===== config.mk =====
export PLATFORM = sky130hd
export DESIGN_NAME = cam_cache_ctrl
export DESIGN_NICKNAME = d
export VERILOG_FILES = /design/src/rtl/cam_cache_ctrl.sv
export SDC_FILE = /design/constraint.sdc
export NUM_CORES = 1
export LEC_CHECK = 0
export BUFFER_PORTS_ARGS = -buffer_cell sky130_fd_sc_hd__buf_2
export CORE_ASPECT_RATIO = 0.8
export CORE_UTILIZATION = 45
export DETAILED_ROUTE_END_ITERATION = 16
export PLACE_DENSITY = 0.85
export SKIP_LAST_GASP = 1
export SLEW_MARGIN = 30
export SYNTH_ARGS = -nofsm -noshare
export SYNTH_HDL_FRONTEND = slang
export SYNTH_SLANG_ARGS = --single-unit
export TNS_END_PERCENT = 50

===== constraint.sdc =====
create_clock -name clk_i -period 3 [get_ports clk_i]
set_input_delay 0.9 -clock clk_i [delete_from_list [all_inputs] [get_ports clk_i]]
set_output_delay 0.9 -clock clk_i [all_outputs]
set_load 0.03 [all_outputs]

===== src/rtl/cam_cache_ctrl.sv =====
// CAM cache sequencer: round-robin arbiter, lookup FSM and miss-fill engine for NREQ requesters.
// Define CAM_CTRL_STATS_EN to add saturating hit/miss/bypass counters.
module cam_cache_ctrl #(
  parameter int unsigned NREQ   = 2,
  parameter int unsigned BITS   = 8,
  parameter int unsigned TAG_SZ = 8,
  parameter int unsigned WORDS  = 8,
  parameter int unsigned ID_W   = $clog2(NREQ),
  parameter int unsigned ADDR_W = $clog2(WORDS)
) (
  input  logic                   clk_i,
  input  logic                   rst_ni,
  input  logic [NREQ-1:0]        req_i,
  input  logic [NREQ*TAG_SZ-1:0] req_tag_i,
  output logic [NREQ-1:0]        gnt_o,
  output logic                   resp_valid_o,
  output logic [ID_W-1:0]        resp_id_o,
  output logic [BITS-1:0]        resp_data_o,
  output logic                   resp_hit_o,
  output logic                   resp_alloc_o,
  output logic                   cam_read_o,
  output logic [TAG_SZ-1:0]      cam_check_tag_o,
  input  logic                   cam_found_it_i,
  input  logic [BITS-1:0]        cam_data_i,
  input  logic                   cam_full_i,
  output logic                   cam_write_n_o,
  output logic                   cam_new_valid_o,
  output logic [TAG_SZ-1:0]      cam_new_tag_o,
  output logic [BITS-1:0]        cam_wdata_o,
  output logic [ADDR_W-1:0]      cam_w_addr_o,
  output logic                   mem_req_o,
  output logic [TAG_SZ-1:0]      mem_tag_o,
  input  logic                   mem_ack_i,
  input  logic [BITS-1:0]        mem_rdata_i
`ifdef CAM_CTRL_STATS_EN
  ,
  output logic [15:0]            stat_hits_o,
  output logic [15:0]            stat_misses_o,
  output logic [15:0]            stat_bypass_o
`endif
);

  localparam logic [2:0] StIdle   = 3'd0;
  localparam logic [2:0] StLookup = 3'd1;
  localparam logic [2:0] StMem    = 3'd2;
  localparam logic [2:0] StFill   = 3'd3;
  localparam logic [2:0] StResp   = 3'd4;

  logic [2:0]        state_q, state_d;
  logic [ID_W-1:0]   rr_q, rr_d;
  logic [ID_W-1:0]   id_q, id_d;
  logic [TAG_SZ-1:0] tag_q, tag_d;
  logic [BITS-1:0]   data_q, data_d;
  logic              hit_q, hit_d;
  logic              full_q, full_d;
  logic              alloc_q, alloc_d;

  logic              any_req;
  logic [ID_W-1:0]   gnt_id;
  logic [ID_W-1:0]   idx;

  // First requester at or after the round-robin pointer wins; grants only in idle.
  always_comb begin
    any_req = 1'b0;
    gnt_id  = '0;
    idx     = '0;
    gnt_o   = '0;
    if (state_q == StIdle) begin
      for (int unsigned k = 0; k < NREQ; k++) begin
        idx = ID_W'((32'(rr_q) + k) % NREQ);
        if (!any_req && req_i[idx]) begin
          any_req = 1'b1;
          gnt_id  = idx;
        end
      end
      gnt_o[gnt_id] = any_req;
    end
  end

  always_comb begin
    state_d = state_q;
    rr_d    = rr_q;
    id_d    = id_q;
    tag_d   = tag_q;
    data_d  = data_q;
    hit_d   = hit_q;
    full_d  = full_q;
    alloc_d = alloc_q;
    case (state_q)
      StIdle: begin
        if (any_req) begin
          tag_d   = req_tag_i[gnt_id*TAG_SZ +: TAG_SZ];
          id_d    = gnt_id;
          rr_d    = ID_W'((32'(gnt_id) + 1) % NREQ);
          state_d = StLookup;
        end
      end
      StLookup: begin
        hit_d   = cam_found_it_i;
        full_d  = cam_full_i;
        alloc_d = 1'b0;
        if (cam_found_it_i) begin
          data_d  = cam_data_i;
          state_d = StResp;
        end else begin
          state_d = StMem;
        end
      end
      StMem: begin
        if (mem_ack_i) begin
          data_d  = mem_rdata_i;
          alloc_d = ~full_q;
          state_d = full_q ? StResp : StFill;
        end
      end
      StFill:  state_d = StResp;
      StResp:  state_d = StIdle;
      default: state_d = StIdle;
    endcase
  end

  always_ff @(posedge clk_i or negedge rst_ni) begin
    if (!rst_ni) begin
      state_q <= StIdle;
      rr_q    <= '0;
      id_q    <= '0;
      tag_q   <= '0;
      data_q  <= '0;
      hit_q   <= 1'b0;
      full_q  <= 1'b0;
      alloc_q <= 1'b0;
    end else begin
      state_q <= state_d;
      rr_q    <= rr_d;
      id_q    <= id_d;
      tag_q   <= tag_d;
      data_q  <= data_d;
      hit_q   <= hit_d;
      full_q  <= full_d;
      alloc_q <= alloc_d;
    end
  end

  // Strobes decode straight from state so an async reset clears them without a clock.
  assign resp_valid_o    = (state_q == StResp);
  assign resp_id_o       = id_q;
  assign resp_data_o     = data_q;
  assign resp_hit_o      = hit_q;
  assign resp_alloc_o    = alloc_q;
  assign cam_read_o      = (state_q == StLookup);
  assign cam_check_tag_o = tag_q;
  assign cam_write_n_o   = (state_q != StFill);
  assign cam_new_valid_o = (state_q == StFill);
  assign cam_new_tag_o   = tag_q;
  assign cam_wdata_o     = data_q;
  assign cam_w_addr_o    = '0;
  assign mem_req_o       = (state_q == StMem);
  assign mem_tag_o       = tag_q;

`ifdef CAM_CTRL_STATS_EN
  logic [15:0] hits_q, misses_q, bypass_q;

  always_ff @(posedge clk_i or negedge rst_ni) begin
    if (!rst_ni) begin
      hits_q   <= '0;
      misses_q <= '0;
      bypass_q <= '0;
    end else if (state_q == StResp) begin
      if (hit_q) begin
        if (hits_q != 16'hFFFF) hits_q <= hits_q + 16'd1;
      end else begin
        if (misses_q != 16'hFFFF) misses_q <= misses_q + 16'd1;
        if (!alloc_q && bypass_q != 16'hFFFF) bypass_q <= bypass_q + 16'd1;
      end
    end
  end

  assign stat_hits_o   = hits_q;
  assign stat_misses_o = misses_q;
  assign stat_bypass_o = bypass_q;
`endif

endmodule


==> results.yml <==
cts:
  cts_tree: "built"
  htreeDepth: 1
  cts-root-buf: "clkbuf_8"
  ctsResizeCount: 0
  clk_latency_ns: 0.26
  cts_made_buffers: 3
  clkTransAtPathRegs_ns: 0.08
  holdBufCountCts: 0
  clockBufferDepth: 2
  cts_sinks: 24
  cts_setup_buffers: 0
synth:
  yosysWarnings: 0
  synth_cell_types: 32
  synth_top_area_share: 0.423
  synth_largest_area_cell: "dfrtp_1"
  synth_edf_count: 0
  ys_top_cells_by_count: "buf_4 (27), dfrtp_1 (24), mux2_2 (17)"
  yosys_register_bits: 24
  synth.most_common_cell: "buf_4"
  synthTopCellsByArea: "dfrtp_1 (42%), buf_4 (14%), mux2_2 (13%)"
  avgSynthCellArea_sq_um: 11.4
  syn_area_sq_mm: 0.00142
  synth-main-ff-cell: "dfrtp_1"
  synth-seq-area-share: 0.423
  synthCells: 125
  ys_async_sr_fraction: 1.00
finish:
  multi_input_area_sq_um: 573
  seq_area_sq_um: 601
  num-fill-cells: 246
  instances_no_fill: 228
  drive_gt1_frac: 0.621
  insertedDiodeCount: 0
  final_nets: 230
  synthToLayoutAreaGrowth_pct: 23.2
routing:
  via_count: 1097
  drtIter0Drc: 24
  routed_wl_um: 2660
  vias_per_cell: 4.81
  wire_per_inst_um: 11.7
  drc: 0
  ant_nets: 0
  firstDrtPassIters: 3
min_path:
  whs_path_depth: 1
  min_path_type: "reg2reg"
critical_path:
  end_kind: "output port"
  required_ns: 2.10
  cp.arrival_ns: 1.77
  ff2ff_setup_slack_ns: 1.34
  setup.worst_path.start_class: "flop"
  critPathMaxFanout: 12
  reg2reg_depth: 5
  crit_type: "reg2out"
floorplan:
  dieArea_sq_mm: 0.00339
  dieHeight_um: 52.3
  row_count: 17
  boundaryPins: 92
  initial_core_util: 0.495
  core_sq_mm: 0.00287
  dieWidth_um: 64.8
placement:
  gp_congestion: 0.756
  portBuffers: 88
  dp.cells: 224
  hpwlAfterDp_um: 2040
timing:
  hold_violations: 0
  fin_crit_sh: 0.891
  skew_ns: 0.00434
  worstMarginPinSlew_ns: 0.505
  slew_headroom: 0.663
  setup_viol: 0
  rsz0062_at_grt: "false"
  setup-tns-final_ns: 0
  drv_slew: 0
  final.min_clock_period_ns: 2.67
  max_freq_ghz: 0.374
global_route:
  grt_max_degree: 25
  grtUsageTotal: 0.165
  grt_pass1_wl_um: 4170
  grt-ovfl-total: 0
  grt_pass1_vias: 946
  antenna_found_initial: 0
flow_run:
  drv_cap: 0
pwr:
  p_total_w: 0.00238
  ir_worst_vdd_mv: 0.820
  p_per_area_mw_per_mm2: 1360
  power_leakage_nw: 0.952
run_status:
  status: "complete, no violations"
## worst paths after layout
path / from / to
worst min register to register: resp_id_o / resp_id_o
max in group asynchronous: rst_ni / cam_wdata_o[5]
worst max-delay path: state_q[0] / gnt_o[1]
worst min-delay path: resp_id_o / resp_id_o
worst max register to register: state_q[1] / cam_wdata_o[2]
min in group asynchronous: rst_ni / resp_alloc_o
## where the power goes
| group | total [W] | switching (W) | leakage [nW] | internal, W |
|---|---|---|---|---|
| logic | 0.00153 | 0.000995 | 0.629 | 0.000532 |
| clock network | 0.000211 | 0.0000946 | 0.0288 | 0.000117 |
| registers | 0.000640 | 0.000152 | 0.294 | 0.000488 |
## through the flow
step | hold WS, ns | util | worst slack (ns) | area [sq um]
final | 0.490 | 0.610 | 0.328 | 1750
after global routing | 0.519 | 0.610 | 0.208 | 1750
after CTS | 0.493 | 0.610 | 0.327 | 1750
after detailed placement | 0.465 | 0.590 | 0.375 | 1700
after global placement | 0.457 | 0.590 | 0.395 | 1700
after floorplan | 0.458 | - | 0.450 | 1430
## kinds of logic (layout without fill, tap and decap cells)
group | Yosys count | count (layout) | synth area share
buf+inv | 34 | 97 | 0.180
compound gates | 19 | 19 | 0.114
flops | 24 | 24 | 0.423
mux | 19 | 19 | 0.150
other cells | 1 | 3 | 0.00264
simple gates | 28 | 28 | 0.131
## cell usage in the layout (no fill, tap or decap), drive strengths merged
| cell type | netlist | routed |
|---|---|---|
| o41ai | 1 | 1 |
| and2 | 1 | 1 |
| dfrtp | 24 | 24 |
| a221o | 7 | 7 |
| and3 | 8 | 8 |
| o21ai | 2 | 2 |
| a21boi | 1 | 1 |
| mux2i | 1 | 1 |
| and3b | 1 | 1 |
| buf | 33 | 92 |
| nand3 | 1 | 1 |
| nor2 | 2 | 2 |
| a21o | 2 | 2 |
| mux2 | 18 | 18 |
| o31ai | 1 | 1 |
| a21oi | 3 | 3 |
| nor3b | 3 | 3 |
| inv | 1 | 1 |
| clkbuf | 0 | 4 |
| nand3b | 5 | 5 |
| o21a | 1 | 1 |
| conb | 1 | 3 |
| a31oi | 1 | 1 |
| nor3 | 2 | 2 |
| nand2 | 3 | 3 |
| nand2b | 2 | 2 |
## layout make-up
| type | instances | share of cell area |
|---|---|---|
| flip-flops and latches | 24 | 0.343 |
| multi-input cells | 69 | 0.327 |
| repair buffers | 92 | 0.269 |
| clock buffers | 4 | 0.0315 |
| well taps | 38 | 0.0272 |
| inverters | 1 | 0.00214 |
## registers in the layout, summed over array words and instances, names as in the netlist
| signal | flops |
|---|---|
| cam_check_tag_o | 8 |
| resp_id_o | 1 |
| resp_alloc_o | 1 |
| rr_q | 1 |
| resp_hit_o | 1 |
| cam_wdata_o | 8 |
| state_q | 3 |
| full_q | 1 |
## critical path, cell delays in order (launching register included)
cell and delay, ns:
dfrtp_1 0.50, nor3_2 0.21, buf_4 0.18, and3_1 0.36, buf_2 0.26
## layer usage
metal | GRT usage | share of wire | vias to the layer above
li1 | - | - | 547
met1 | 0.219 | 0.47 | 492
met2 | 0.271 | 0.44 | 56
met3 | 0.0370 | 0.079 | 2
met4 | 0.0444 | 0.0034 | 0
met5 | 0 | 0 | -
Note: power is estimated with default switching activity, not from simulation.
